**src/rtl/uart_tx_fifo.sv**
```systemverilog
// uart_tx_fifo
//   UART transmitter with a built-in TX FIFO and run-time frame configuration.
//   Characters pushed over a valid/ready interface are serialised LSB-first as
//   start bit, 5..9 data bits, optional parity bit and one or two stop bits.
//   Frame configuration is captured when a character leaves the FIFO and held
//   for the whole frame.
//
// Parameters
//   FIFO_DEPTH    TX FIFO entries (power of two, >= 2)
//   DIV_W         width of the baud divisor
//
// Ports
//   clk           clock
//   rst           synchronous active-high reset
//   s_valid       character valid
//   s_ready       FIFO not full
//   s_data        character; only the low cfg_data_bits bits are transmitted
//   cfg_div       bit period = cfg_div + 1 clock cycles
//   cfg_data_bits data length 5..9 (smaller values act as 5, larger as 9)
//   cfg_parity    0 none, 1 odd, 2 even, 3 none
//   cfg_stop2     0 one stop bit, 1 two stop bits
//   cts_n         clear-to-send, active-low (only with UART_TX_CTS_EN)
//   tx            registered serial output, idle high
//   busy          frame in progress
//   fifo_level    number of FIFO entries
//
// Build option
//   UART_TX_CTS_EN  adds the cts_n input, synchronised by two flops; a frame
//                   may only start while the synchronised cts_n is low.
module uart_tx_fifo #(
    parameter int FIFO_DEPTH = 16,
    parameter int DIV_W      = 16
) (
    input  logic                        clk,
    input  logic                        rst,
    input  logic                        s_valid,
    output logic                        s_ready,
    input  logic [8:0]                  s_data,
    input  logic [DIV_W-1:0]            cfg_div,
    input  logic [3:0]                  cfg_data_bits,
    input  logic [1:0]                  cfg_parity,
    input  logic                        cfg_stop2,
`ifdef UART_TX_CTS_EN
    input  logic                        cts_n,
`endif
    output logic                        tx,
    output logic                        busy,
    output logic [$clog2(FIFO_DEPTH):0] fifo_level
);

    localparam int AW = $clog2(FIFO_DEPTH);
    localparam int LW = AW + 1;

    typedef enum logic [2:0] {IDLE, START, DATA, PARITY, STOP} state_t;

    state_t            state_q, state_d;
    logic [8:0]        mem [FIFO_DEPTH];
    logic [AW-1:0]     wrPtr_q, rdPtr_q;
    logic [LW-1:0]     count_q;
    logic [DIV_W-1:0]  timer_q, timer_d;
    logic [DIV_W-1:0]  divLat_q;
    logic [3:0]        nbits_q;
    logic              parEn_q, parBit_q, stop2_q;
    logic [8:0]        shift_q;
    logic [3:0]        bitCnt_q;
    logic              stopCnt_q;
    logic              tx_q, busy_q;

    logic              push, loadFrame, bitEnd, canStart, ctsOk, txBit;
    logic [8:0]        headData, dataMask, headMasked;
    logic [3:0]        nbitsIn;
    logic              parityNew, parEnNew;

`ifdef UART_TX_CTS_EN
    logic ctsMeta_q, ctsSync_q;

    // Synchroniser resets to "not clear" so nothing starts before cts_n is seen low.
    always_ff @(posedge clk) begin
        if (rst) begin
            ctsMeta_q <= 1'b1;
            ctsSync_q <= 1'b1;
        end else begin
            ctsMeta_q <= cts_n;
            ctsSync_q <= ctsMeta_q;
        end
    end
    assign ctsOk = ~ctsSync_q;
`else
    assign ctsOk = 1'b1;
`endif

    assign s_ready    = (count_q != LW'(FIFO_DEPTH));
    assign push       = s_valid && s_ready;
    assign headData   = mem[rdPtr_q];
    assign canStart   = (count_q != '0) && ctsOk;
    assign bitEnd     = (timer_q == divLat_q);
    assign fifo_level = count_q;
    assign tx         = tx_q;
    assign busy       = busy_q;

    // Storage has no reset; emptying the pointers and count discards contents.
    always_ff @(posedge clk) begin
        if (push) begin
            mem[wrPtr_q] <= s_data;
        end
    end

    always_ff @(posedge clk) begin
        if (rst) begin
            wrPtr_q <= '0;
            rdPtr_q <= '0;
            count_q <= '0;
        end else begin
            if (push) begin
                wrPtr_q <= wrPtr_q + 1'b1;
            end
            if (loadFrame) begin
                rdPtr_q <= rdPtr_q + 1'b1;
            end
            case ({push, loadFrame})
                2'b10:   count_q <= count_q + 1'b1;
                2'b01:   count_q <= count_q - 1'b1;
                default: count_q <= count_q;
            endcase
        end
    end

    // Clamp the data length, then derive the parity over only the bits sent.
    always_comb begin
        nbitsIn = cfg_data_bits;
        if (cfg_data_bits < 4'd5) begin
            nbitsIn = 4'd5;
        end else if (cfg_data_bits > 4'd9) begin
            nbitsIn = 4'd9;
        end
        dataMask = '0;
        for (int i = 0; i < 9; i++) begin
            dataMask[i] = (i < int'(nbitsIn));
        end
        headMasked = headData & dataMask;
        parEnNew   = (cfg_parity == 2'd1) || (cfg_parity == 2'd2);
        parityNew  = (cfg_parity == 2'd1) ? ~^headMasked : ^headMasked;
    end

    always_ff @(posedge clk) begin
        if (rst) begin
            state_q <= IDLE;
        end else begin
            state_q <= state_d;
        end
    end

    // The last stop bit can hand straight over to the next frame's start bit.
    always_comb begin
        state_d   = state_q;
        loadFrame = 1'b0;
        case (state_q)
            IDLE: begin
                if (canStart) begin
                    state_d   = START;
                    loadFrame = 1'b1;
                end
            end
            START: begin
                if (bitEnd) begin
                    state_d = DATA;
                end
            end
            DATA: begin
                if (bitEnd && (bitCnt_q == nbits_q - 4'd1)) begin
                    state_d = parEn_q ? PARITY : STOP;
                end
            end
            PARITY: begin
                if (bitEnd) begin
                    state_d = STOP;
                end
            end
            STOP: begin
                if (bitEnd && (!stop2_q || stopCnt_q)) begin
                    if (canStart) begin
                        state_d   = START;
                        loadFrame = 1'b1;
                    end else begin
                        state_d = IDLE;
                    end
                end
            end
            default: state_d = IDLE;
        endcase
    end

    always_comb begin
        txBit = 1'b1;
        case (state_q)
            START:   txBit = 1'b0;
            DATA:    txBit = shift_q[0];
            PARITY:  txBit = parBit_q;
            default: txBit = 1'b1;
        endcase
    end

    // Timer restarts at every bit boundary and rests at zero while idle.
    always_comb begin
        timer_d = timer_q + 1'b1;
        if ((state_q == IDLE) || bitEnd) begin
            timer_d = '0;
        end
    end

    always_ff @(posedge clk) begin
        if (rst) begin
            timer_q   <= '0;
            divLat_q  <= '0;
            nbits_q   <= 4'd5;
            parEn_q   <= 1'b0;
            parBit_q  <= 1'b0;
            stop2_q   <= 1'b0;
            shift_q   <= '0;
            bitCnt_q  <= '0;
            stopCnt_q <= 1'b0;
        end else begin
            timer_q <= timer_d;
            if (loadFrame) begin
                shift_q   <= headData;
                divLat_q  <= cfg_div;
                nbits_q   <= nbitsIn;
                parEn_q   <= parEnNew;
                parBit_q  <= parityNew;
                stop2_q   <= cfg_stop2;
                bitCnt_q  <= '0;
                stopCnt_q <= 1'b0;
            end else if (bitEnd) begin
                if (state_q == DATA) begin
                    shift_q  <= {1'b0, shift_q[8:1]};
                    bitCnt_q <= bitCnt_q + 1'b1;
                end
                if (state_q == STOP) begin
                    stopCnt_q <= 1'b1;
                end
            end
        end
    end

    // Line and busy are registered, so both trail the state by one cycle.
    always_ff @(posedge clk) begin
        if (rst) begin
            tx_q   <= 1'b1;
            busy_q <= 1'b0;
        end else begin
            tx_q   <= txBit;
            busy_q <= (state_q != IDLE);
        end
    end

endmodule

```
**config.mk**
```make
export PLATFORM = sky130hd
export DESIGN_NAME = uart_tx_fifo
export DESIGN_NICKNAME = d
export VERILOG_FILES = /design/src/rtl/uart_tx_fifo.sv
export SDC_FILE = /design/constraint.sdc
export NUM_CORES = 1
export LEC_CHECK = 0
export CORE_ASPECT_RATIO = 0.7
export CORE_MARGIN = 10
export CORE_UTILIZATION = 45
export DETAILED_ROUTE_END_ITERATION = 10
export SYNTH_ARGS = -nofsm -noshare
export SYNTH_HDL_FRONTEND = slang
export SYNTH_SLANG_ARGS = --single-unit
```
**constraint.sdc**
```tcl
create_clock -name clk -period 3.9 [get_ports clk]
set_clock_uncertainty 0.2 [all_clocks]
set_input_delay 0.78 -clock clk [delete_from_list [all_inputs] [get_ports clk]]
set_output_delay 0.78 -clock clk [all_outputs]
set_load 0.005 [all_outputs]
```
==> results.py <==
metrics = {
    "synth": {
        "synth_nets": 711,
        "synth_edf_count": 144,
        "synth_cells": 665,
        "syn_area_per_cell_um2": 13.7,
        "ys_async_sr_fraction_pct": 0,
        "yosys.area.top_type": "edfxtp_1",
        "synth_ff_type": "edfxtp_1",
        "synth_seq_area_share_pct": 64.0,
        "yosys_warnings": 0,
        "yosysTopAreaCellShare_pct": 47.5,
        "syn-cell-area_um2": 9100,
        "synth_cell_type_count": 53,
        "synth-seq-cells": 219,
        "synth.area.top_cells": "edfxtp_1, dfxtp_1, mux4_2, mux4_1, xor2_1",
    },
    "detailed_routing": {
        "drtIter0Drc": 304,
        "drc": 0,
        "drt_pre_antenna_iters": 4,
        "drt_wl_total_um": 19800,
        "via_per_inst": 5.48,
        "post_drt_wl_per_cell_um": 19.6,
        "ant_nets": 0,
        "vias": 5521,
    },
    "sta": {
        "fin_setup_tns_ns": 0,
        "setup_violations": 0,
        "finalHoldViolCount": 0,
        "slew_headroom_pct": 44.8,
        "fmax_mhz": 267,
        "rsz0062_at_grt": "no",
        "hold_ws_ns": 0.261,
        "period_needed_ns": 3.75,
        "final-max-slew-violation-count": 0,
        "tightest_slew_ns": 0.827,
        "min_period_over_period_pct": 96.2,
    },
    "global_routing": {
        "grt-ovfl-total": 0,
        "track_usage_pct": 14.7,
        "antenna_found_initial": 0,
        "grt_first_pass_wirelength_um": 30900,
        "grt_pass1_vias": 5459,
        "grt_start_max_net_pins": 59,
    },
    "place": {
        "dp.cells": 968,
        "dpl_cell_area_um2": 9900,
        "hpwl_um": 12900,
        "portBuffers": 42,
        "routabilityCongestion": 0.803,
    },
    "worst_setup_path": {
        "startpoint_type": "register",
        "path_cells": "xor2_1 > nor4_1 > nand4_1 > o21a_1 > or2_2 > inv_2 > ha_1 > inv_1 > or4_1 > o311ai_0 > a31oi_1 > a31oi_1 > xnor2_1 > nor2_1",
        "crit_required_ns": 4.06,
        "arrival_ns": 3.91,
        "crit_path_frequent_cell": "a31oi_1",
        "slowest_delay_ns": 0.43,
        "worstPathMaxFanout": 9,
        "reg2reg_depth": 14,
        "crit_type": "register to register",
        "endpoint_kind": "register",
        "slowest_stage": "or4_1",
    },
    "final_layout": {
        "seq_area_um2": 5830,
        "antenna_cells": 0,
        "final_nets": 768,
        "area.growth.synth_to_final_pct": 16.9,
        "multi_input_area_um2": 3040,
        "drive_gt1_share_pct": 13.0,
        "fillers": 1651,
        "fin_area_um2": 10600,
        "fin_cells": 1008,
    },
    "floorplan": {
        "row_count": 43,
        "coreArea_um2": 19900,
        "start_util_pct": 45.9,
        "io_pins": 43,
        "die_w_um": 190,
        "die_y_um": 139,
        "fp.dieArea_um2": 26400,
    },
    "clock_tree": {
        "cts_sinks": 219,
        "cts_root_buf": "clkbuf_16",
        "cts_tree": "built",
        "numCtsBuffers": 22,
        "insertion_delay_ns": 0.50,
        "clk_pin_slew_ns": 0.06,
        "cts_hold_buf": 0,
        "htreeDepth": 1,
        "ctsLongestPathBuffers": 3,
    },
    "power": {
        "p_comb_share_pct": 29.6,
        "vdd_drop_max_mv": 0.527,
        "netSwitchingPower_w": 0.00226,
        "p_leak_nw": 3.63,
        "p_per_area_nw_per_um2": 675,
        "finalPower_w": 0.00719,
        "swShare_pct": 31.5,
        "p_seq_share_pct": 40.6,
        "intPower_w": 0.00493,
        "power_frac_clock_pct": 29.8,
    },
    "run_status": {
        "status": "finished clean",
    },
    "worst_hold_path": {
        "hp-class": "register to register",
        "holdPathStages": 2,
    },
    "job": {
        "drv_cap": 0,
    },
}
==> sequential cells by signal, summed over array words and instances, names as in the netlist, named ones only <==
| signal | count |
|---|---|
| state_q | 3 |
| busy | 1 |
| tx | 1 |
| shift_q | 9 |
| stop2_q | 1 |
| mem | 144 |
| stopCnt_q | 1 |
| parEn_q | 1 |
| wrPtr_q | 4 |
| rdPtr_q | 4 |
| bitCnt_q | 4 |
| parBit_q | 1 |
| divLat_q | 16 |
| timer_q | 16 |
| fifo_level | 5 |
| nbits_q | 4 |
==> final timing paths <==
| path | from | end | slack, ns |
|---|---|---|---|
| setup / recovery | timer_q[3] | fifo_level[3] | 0.15 |
| hold / removal | shift_q[2] | shift_q[2] | 0.26 |
| setup reg to reg | timer_q[3] | fifo_level[3] | 0.15 |
| hold reg to reg | shift_q[2] | shift_q[2] | 0.26 |
==> layout by cell type, fill, tap and decap left out, types with 6 or more instances in the layout <==
| master | netlist | final |
|---|---|---|
| nor2_1 | 58 | 58 |
| nand4_1 | 8 | 8 |
| inv_1 | 18 | 18 |
| dfxtp_1 | 75 | 74 |
| mux4_1 | 13 | 13 |
| mux4_2 | 24 | 24 |
| clkbuf_1 | 25 | 6 |
| clkdlybuf4s50_1 | 0 | 41 |
| buf_4 | 0 | 24 |
| a22oi_1 | 18 | 18 |
| xor2_1 | 34 | 34 |
| nand3_1 | 11 | 11 |
| ha_1 | 11 | 11 |
| nor3_1 | 17 | 17 |
| a21oi_1 | 39 | 39 |
| edfxtp_1 | 144 | 144 |
| clkbuf_16 | 0 | 23 |
| xnor2_1 | 19 | 19 |
| nand2_1 | 65 | 65 |
| a211oi_1 | 6 | 6 |
| o21ai_0 | 7 | 7 |
==> final cells by class <==
type	instances	area share, %
well taps	270	3.17
inverters	19	0.670
repair buffers	68	5.97
clock inverters	11	1.28
clock buffers	29	5.62
flip-flops and latches	219	54.7
multi-input cells	392	28.5
==> critical path: cells and delay by family, from the launching register on <==
kind / cells / cell delay (ns)
buffers and inverters: 2 / 0.22
DFF: 1 / 0.34
adders and majority gates: 1 / 0.35
AOI/OAI and AO/OA: 4 / 0.74
xor gates and xnor gates: 2 / 0.30
and+or+nand+nor: 5 / 1.46
==> routing by layer <==
layer	global-route usage (%)	part of all wire, %
met5	0	0
met4	3.21	1.6
met3	2.86	5.2
met2	21.5	44
met1	21.8	49
==> per-stage QoR <==
stage                     setup slack (ns)  utilization [%]
after global routing              0.000769             53.6
after detailed placement             0.235             49.9
after global placement               0.350             49.9
after floorplan                      0.177                -
after CTS                            0.203             53.6
final                                0.150             53.6
==> power by group through the flow <==
stage / Clock [W] / Combinational [W] / Sequential (W)
2_1_floorplan: 0 / 0.00156 / 0.00290
3_3_place_gp: 0 / 0.00208 / 0.00295
3_5_place_dp: 0 / 0.00213 / 0.00296
4_1_cts: 0.00219 / 0.00214 / 0.00291
5_1_grt: 0.00229 / 0.00234 / 0.00295
6_report: 0.00214 / 0.00213 / 0.00292
==> what timing repair did <==
| item | CTS | global route |
|---|---|---|
| resized for setup | 0 | 1 |
| setup buffers | 0 | 0 |
| setup endpoints to repair | 0 | 2 |
==> kinds of logic after synthesis <==
kind of cell	synth area share (%)
buf+inv	2.72
compound gates	6.89
xor+xnor	5.28
fa+ha+maj	1.51
flops	64.0
mux	10.4
simple gates	9.25
==> cells in the mapped netlist, types with 5 or more instances <==
cell type and instances:
nor2b_1 5, dfxtp_1 75, ha_1 11, nor3_1 17, a21oi_1 39, nand2_1 65, a22oi_1 18, nor2_1 58
xnor2_1 19, mux4_1 13, mux4_2 24, clkbuf_1 25, mux2i_1 5, o21ai_0 7, xor2_1 34, or3_1 5
a211oi_1 6, nand4_1 8, buf_2 5, nand3_1 11, edfxtp_1 144, nor4_1 6, inv_1 18
(Power assumes the default switching activity.)
